$ cat src/rtl/tree_adder_seq.sv
// Sequencer for an external, fully registered adder tree: issues NUM_CHUNKS chunks, tracks them with a tag pipeline, accumulates the tree results.
// Build option: define TREE_ADDER_SEQ_SAT_EN to saturate acc_out instead of wrapping it.
module tree_adder_seq #(
  parameter int TREE_LATENCY = 12,
  parameter int NUM_CHUNKS   = 16,
  parameter int SUM_W        = 20,
  parameter int ACC_W        = 26,
  parameter int OUT_W        = 16
) (
  input  logic                    clk,
  input  logic                    rst_n,
  input  logic                    start,
  output logic                    busy,
  input  logic                    in_valid,
  output logic                    in_ready,
  output logic                    tree_launch,
  input  logic signed [SUM_W-1:0] tree_sum,
  output logic                    out_valid,
  input  logic                    out_ready,
  output logic signed [OUT_W-1:0] acc_out,
  output logic [1:0]              state_dbg
);

  // Handshakes: a transfer happens on a rising edge where valid and ready are both 1;
  // valid never waits on ready, and acc_out holds while out_valid is 1 and out_ready is 0.

  localparam int CNT_W = (NUM_CHUNKS > 1) ? $clog2(NUM_CHUNKS) : 1;

  typedef enum logic [1:0] {
    S_IDLE  = 2'd0,
    S_ISSUE = 2'd1,
    S_DRAIN = 2'd2,
    S_DONE  = 2'd3
  } state_t;

  state_t                   state, state_nx;
  logic [CNT_W-1:0]         cnt;
  logic [TREE_LATENCY-1:0]  tag;
  logic signed [ACC_W-1:0]  acc;
  logic                     last_chunk;

  assign last_chunk = (cnt == CNT_W'(NUM_CHUNKS - 1));

  always_ff @(posedge clk or negedge rst_n) begin
    if (!rst_n) state <= S_IDLE;
    else        state <= state_nx;
  end

  always_comb begin
    state_nx = state;
    case (state)
      S_IDLE:  if (start) state_nx = S_ISSUE;
      S_ISSUE: if (tree_launch && last_chunk) state_nx = S_DRAIN;
      S_DRAIN: if (tag == '0) state_nx = S_DONE;
      S_DONE:  if (out_ready) state_nx = S_IDLE;
      default: state_nx = S_IDLE;
    endcase
  end

  always_comb begin
    busy        = (state != S_IDLE);
    in_ready    = (state == S_ISSUE);
    tree_launch = in_valid & (state == S_ISSUE);
    out_valid   = (state == S_DONE);
    state_dbg   = state;
  end

  // The tag pipeline mirrors the tree: tag[TREE_LATENCY-1] marks a valid tree_sum this cycle.
  always_ff @(posedge clk or negedge rst_n) begin
    if (!rst_n) begin
      cnt <= '0;
      tag <= '0;
      acc <= '0;
    end else begin
      tag <= TREE_LATENCY'({tag, tree_launch});
      if (state == S_IDLE && start) begin
        cnt <= '0;
        acc <= '0;
      end else begin
        if (tree_launch) cnt <= cnt + 1'b1;
        if (tag[TREE_LATENCY-1])
          acc <= acc + {{(ACC_W-SUM_W){tree_sum[SUM_W-1]}}, tree_sum};
      end
    end
  end

`ifdef TREE_ADDER_SEQ_SAT_EN
  localparam logic signed [ACC_W-1:0] SAT_MAX = {{(ACC_W-OUT_W+1){1'b0}}, {(OUT_W-1){1'b1}}};
  localparam logic signed [ACC_W-1:0] SAT_MIN = ~SAT_MAX;

  always_comb begin
    if (acc > SAT_MAX)      acc_out = {1'b0, {(OUT_W-1){1'b1}}};
    else if (acc < SAT_MIN) acc_out = {1'b1, {(OUT_W-1){1'b0}}};
    else                    acc_out = acc[OUT_W-1:0];
  end
`else
  always_comb begin
    acc_out = acc[OUT_W-1:0];
  end
`endif

endmodule

$ cat config.mk
export PLATFORM = sky130hd
export DESIGN_NAME = tree_adder_seq
export DESIGN_NICKNAME = d
export VERILOG_FILES = /design/src/rtl/tree_adder_seq.sv
export SDC_FILE = /design/constraint.sdc
export NUM_CORES = 1
export LEC_CHECK = 0
export ABC_AREA = 1
export BUFFER_PORTS_ARGS = -buffer_cell sky130_fd_sc_hd__buf_2
export CAP_MARGIN = 20
export CELL_PAD_IN_SITES_DETAIL_PLACEMENT = 1
export CELL_PAD_IN_SITES_GLOBAL_PLACEMENT = 1
export CORE_MARGIN = 3
export CORE_UTILIZATION = 35
export CTS_CLUSTER_SIZE = 8
export DETAILED_ROUTE_END_ITERATION = 8
export HOLD_SLACK_MARGIN = 0.1
export PLACE_DENSITY = 0.84
export RECOVER_POWER = 100
export SLEW_MARGIN = 30
export SYNTH_ARGS = -nofsm -noshare
export SYNTH_HDL_FRONTEND = slang
export SYNTH_SLANG_ARGS = --single-unit
$ cat constraint.sdc
create_clock -name clk -period 1.7 [get_ports clk]
set_clock_uncertainty 0.2 [all_clocks]
set_input_delay 0 -clock clk [delete_from_list [all_inputs] [get_ports clk]]
set_output_delay 0 -clock clk [all_outputs]
set_load 0.05 [all_outputs]
# [After elaboration in Yosys (flattened, before gate mapping)]
# Index checks and enable logic that the tools add are counted.
[word_totals] ff_bits=44 latchBits=0 ramBits=0 romBits=0 in_bits=25 output_inout_bits=22 elab_cells=32 mem_count=0
[op_classes] n_addsub=2 multipliers=0 div=0 order_cmp=0 n_eq_ne=8 shifts=0 n_mux=9 n_bitwise=1 reduce_logical=8
[op_table] operator="two-way mux 26 bit" count=2
[op_table] operator="adder 26 bit" count=1
[op_table] operator="logical NOT 12 bit" count=1
[op_table] operator="two-way mux 2 bit" count=4
[op_table] operator="two-way mux 4 bit" count=2
[op_table] operator="case mux 2 bit (4 select lines)" count=1
[op_table] operator="nonzero test 2 bit" count=3
[op_table] operator="adder 4 x 1 -> 4 bit (second input constant)" count=1
[op_table] operator="== test 2 bit (second input constant)" count=2
[op_table] operator="== test 4 bit (second input constant)" count=1
[op_table] operator="inequality test 2 x 1 -> 1 bit (second input constant)" count=2
[op_table] operator="inequality test 2 bit (second input constant)" count=2
[op_table] operator="AND reduction 4 bit" count=1
[op_table] operator="== test 2 x 1 -> 1 bit (second input constant)" count=1
[op_table] operator="logical AND 1 bit" count=2
[op_table] operator="logical NOT 2 bit" count=1
[op_table] operator="AND 1 bit" count=1

# [Depth between registers and ports, before layout]
[logic_depth] word_depth=5 depth_mapped=11 mapped_depth_nobuf=11

# [Least setup slack after synthesis]
# No wires, ideal clock.
[synth_timing] path_kind="register -> register" startpoint="register state[1] (netlist: state_dbg[1])" endpoint="register state[0] (netlist: state_dbg[0])" setup_ns=0.123 arrival_time_ns=2.221 required_ns=1.377 path_slack_ns=-0.844 path_stages_with_launch=10 n_path_buf=0 synth_period_minus_slack_ns=2.544 path_cell_list="dfrtp_1 -> inv_1 -> ha_1 -> nand2_1 -> inv_2 -> nand3_1 -> o21ai_1 -> nand3_1 -> nand2_1 -> o21ai_1"
[synth_via] elab_chain_len=5 elab_cells_between_ends=12 cone_classes="eq/ne (7); mux (1); bitwise (1); reduce/logical (3)"
[synth_rtl] item="from (decl)" line="36" source="state_t state, state_nx;"
[synth_rtl] item="from (signal assigned)" line="46" source="else state <= state_nx;"
[synth_rtl] item="== test 2 x 1 -> 1 bit"
[synth_rtl] item="via in_ready" line="15" source="output logic in_ready,"
[synth_rtl] item="AND 1 bit" line="63" source="tree_launch = in_valid & (state == S_ISSUE);"
[synth_rtl] item="via tree_launch" line="16" source="output logic tree_launch,"
[synth_rtl] item="logical AND 1 bit" line="53" source="S_ISSUE: if (tree_launch && last_chunk) state_nx = S_DRAIN;"
[synth_rtl] item="inequality test 2 x 1 -> 1 bit (no source line)"
[synth_rtl] item="AND reduction 4 bit (no source line)"
# The timed path passes the listed nets, and every way through them passes these cells.
# A chain may end at the register's enable or synchronous reset.

# [Worst setup path in the final report]
[layout_timing] startpoint="register acc[0]" endpoint="register acc[12]"
[layout_via] elab_chain_len=3
[layout_rtl] item="from (decl)" line="39" source="logic signed [ACC_W-1:0] acc;"
[layout_rtl] item="from (signal assigned)" line="82" source="acc <= acc + {{(ACC_W-SUM_W){tree_sum[SUM_W-1]}}, tree_sum};"
[layout_rtl] item="adder 26 bit" line="82"
[layout_rtl] item="two-way mux 26 bit" line="81" source="if (tag[TREE_LATENCY-1])"
[layout_rtl] item="two-way mux 26 bit" line="76" source="if (state == S_IDLE && start) begin"
# Every way passes these cells. The select of a mux whose other input is x is not followed.

==> reports/qor.csv <==
metric,value,unit
num_rows,28,
grt_first_pass_wirelength,13.40,mm
drt_iter0_markers,137,
finalWorstPathRequiredPeriod,1.920,ns
setup_violations,17,
avgRoutedWirePerCell,20.65,um
synth_warnings,0,
max-cap-violations,0,
cts_tree,yes,
yosysUniqueCellTypes,29,
hold_class,in -> reg,
grt_setup_unrepaired,true,
synth_area,0.002251,mm^2
grt_pass1_vias,2738,
grt_usage,23.28,%
finalHoldWorstSlack,-0.1175,ns
critPathKind,reg -> reg,
root_buffer,clkbuf_8,
drt_wl_total,10.10,mm
p_leak,1.899,nW
initial_utilization,37.14,%
status,"complete, but fails checks",
grt_antenna_before_repair,0,
synth_area_leader_cell,dfrtp_1,
synth_top_family_by_area,simple AND/OR/NAND/NOR gates,
tightest_slew,0.6831,ns
yosys.area_share.adder,12.56,%
fill_cells,704,
drive_gt1_share,45.89,%
vias,2602,
io_buffers,42,
layout_common_cells,"nand2_1, inv_1, buf_4",
synthDominantCellAreaShare,37.80,%
nets,460,
syn_to_final_growth,66.04,%
dr.pass1.iters,4,
drtAntennaViolNets,0,
n_antenna_cell,0,
vdd_ir_drop_max,1209,uV
finalPower,6.281,mW
hpwl,5.047,mm
synth.yosys.seq_area_share,37.80,%
fin_util,61.66,%
place_inst,442,
netlist_instances,310,
insertion_delay,0.32,ns
synthFlopType,dfrtp_1,
clock_path_buffers,2,
io_pins,47,
final_cells,489,
core_area,0.006061,mm^2
crit_arrival,1.93,ns
grt_max_degree,35,
endpoint_kind,register,
synth-compound-area-share,6.837,%
hold_buffers,20,
drv_slew,0,
final_common_cell,nand2_1,
ys_seq_elements,34,
synth_edf_count,0,
die_w,86.20,um
die-area,0.007430,mm^2
remaining_drc_errors,0,
synth-simple-area-share,32.52,%
multi_input_area,0.001742,mm^2
crit_fanout,4,
period_share,113.0,%
cts_buffers,5,
powerDensity,1681,mW/mm^2
violations,"hold timing, setup timing",
slew_headroom,54.66,%
syn-num-nets,357,
synth_area_leaders,"dfrtp_1, nand2_1, ha_1",
die_h,86.20,um
seq_area,870.8,um^2
dp_slack,-0.1150,ns
htreeDepth,2,
setup_tns,-1.785,ns
vias_per_cell,5.321,
muxShareOfSynthArea,0,%
cts_sinks,34,
gp_congestion,0.7875,
async_reset_ff_share,100.0,%
syn_area_per_cell,7.261,um^2
synth_xor_area_share,0.7782,%
finalHoldViolCount,1,
critPathLaunchType,register,
fmax,520.7,MHz
crit_required,1.71,ns
setup_ws,-0.2203,ns
overflow,0,
clk_pin_slew,0.09,ns
==> final timing paths <==
check | start | to | slack (ns) | cells after the start
max in group asynchronous | rst_n | acc[2] | 0.27 | 4
min in group asynchronous | rst_n | acc[3] | 0.63 | 4
worst max-delay path | acc[0] | acc[12] | -0.22 | 11
worst min-delay path | tree_sum[0] | acc[0] | -0.12 | 3
worst min register to register | tag[5] | tag[6] | 0.18 | 0
worst max register to register | acc[0] | acc[12] | -0.22 | 11
==> cell type report <==
class | instances | share of cell area [%]
Clock buffer | 5 | 1.841
Clock inverter | 3 | 1.841
Inverter | 52 | 5.792
Multi-Input combinational cell | 222 | 46.60
Sequential cell | 34 | 23.30
Tap cell | 75 | 2.511
Timing Repair Buffer | 98 | 18.11
==> cell usage after synthesis, types with 2 or more instances <==
cell / instances
nand2_1: 109
inv_1: 48
dfrtp_1: 34
nor2_1: 22
ha_1: 21
nand3_1: 21
a21oi_1: 11
o21ai_1: 7
nand2_2: 6
o21ai_0: 5
inv_2: 4
nor3_2: 3
nand3b_1: 2
nand4_1: 2
==> kinds of logic after synthesis <==
group | Yosys count
AND/OR/NAND/NOR | 171
buffers and inverters | 54
flip-flops | 34
AO/OA/AOI/OAI | 27
adder cells (fa/ha/maj) | 22
XOR/XNOR | 2
==> timing repair <==
action / in CTS / in global routing
pin swaps: 15 / 37
gates resized for setup: 17 / 74
endpoints found under the setup margin: 16 / 16
endpoints found under the hold margin: 57 / 1
setup buffers: 8 / 11
==> critical path, stage by stage, from the launching register on <==
cell	delay (ns)
dfrtp_2	0.39
ha_4	0.14
inv_2	0.04
fa_2	0.37
inv_2	0.10
nand3_2	0.10
nand3_4	0.12
nand3_4	0.09
nand3_2	0.08
nand2_1	0.07
nand3_1	0.07
nand2_1	0.06
==> per-layer routing <==
| metal | GRT usage [%] | vias to the layer above | wire length (um) |
|---|---|---|---|
| met4 | 7.932 | 0 | 480 |
| met5 | 0 | - | 0 |
| met2 | 46.18 | 105 | 5409 |
| li1 | - | 1175 | - |
| met1 | 24.88 | 1281 | 3732 |
| met3 | 3.137 | 41 | 474 |
==> flip-flops by register name (all words and copies together), names as in the netlist <==
signal / flops
state_dbg: 2
cnt: 4
acc: 16
tag: 12
==> power breakdown <==
part	total, mW	switching (mW)	internal [mW]
Sequential	1.33	0.253	1.08
Clock	0.961	0.373	0.588
Combinational	3.99	2.55	1.44
==> stage by stage <==
step,hold slack [ns],area [um^2]
after detailed placement,-0.1307,2957
after floorplan,-0.4956,2535
after global placement,-0.1316,2957
after CTS,-0.1094,3423
after global routing,-0.1079,3737
final,-0.1175,3737
No activity file was read; power rests on OpenSTA's default activity.
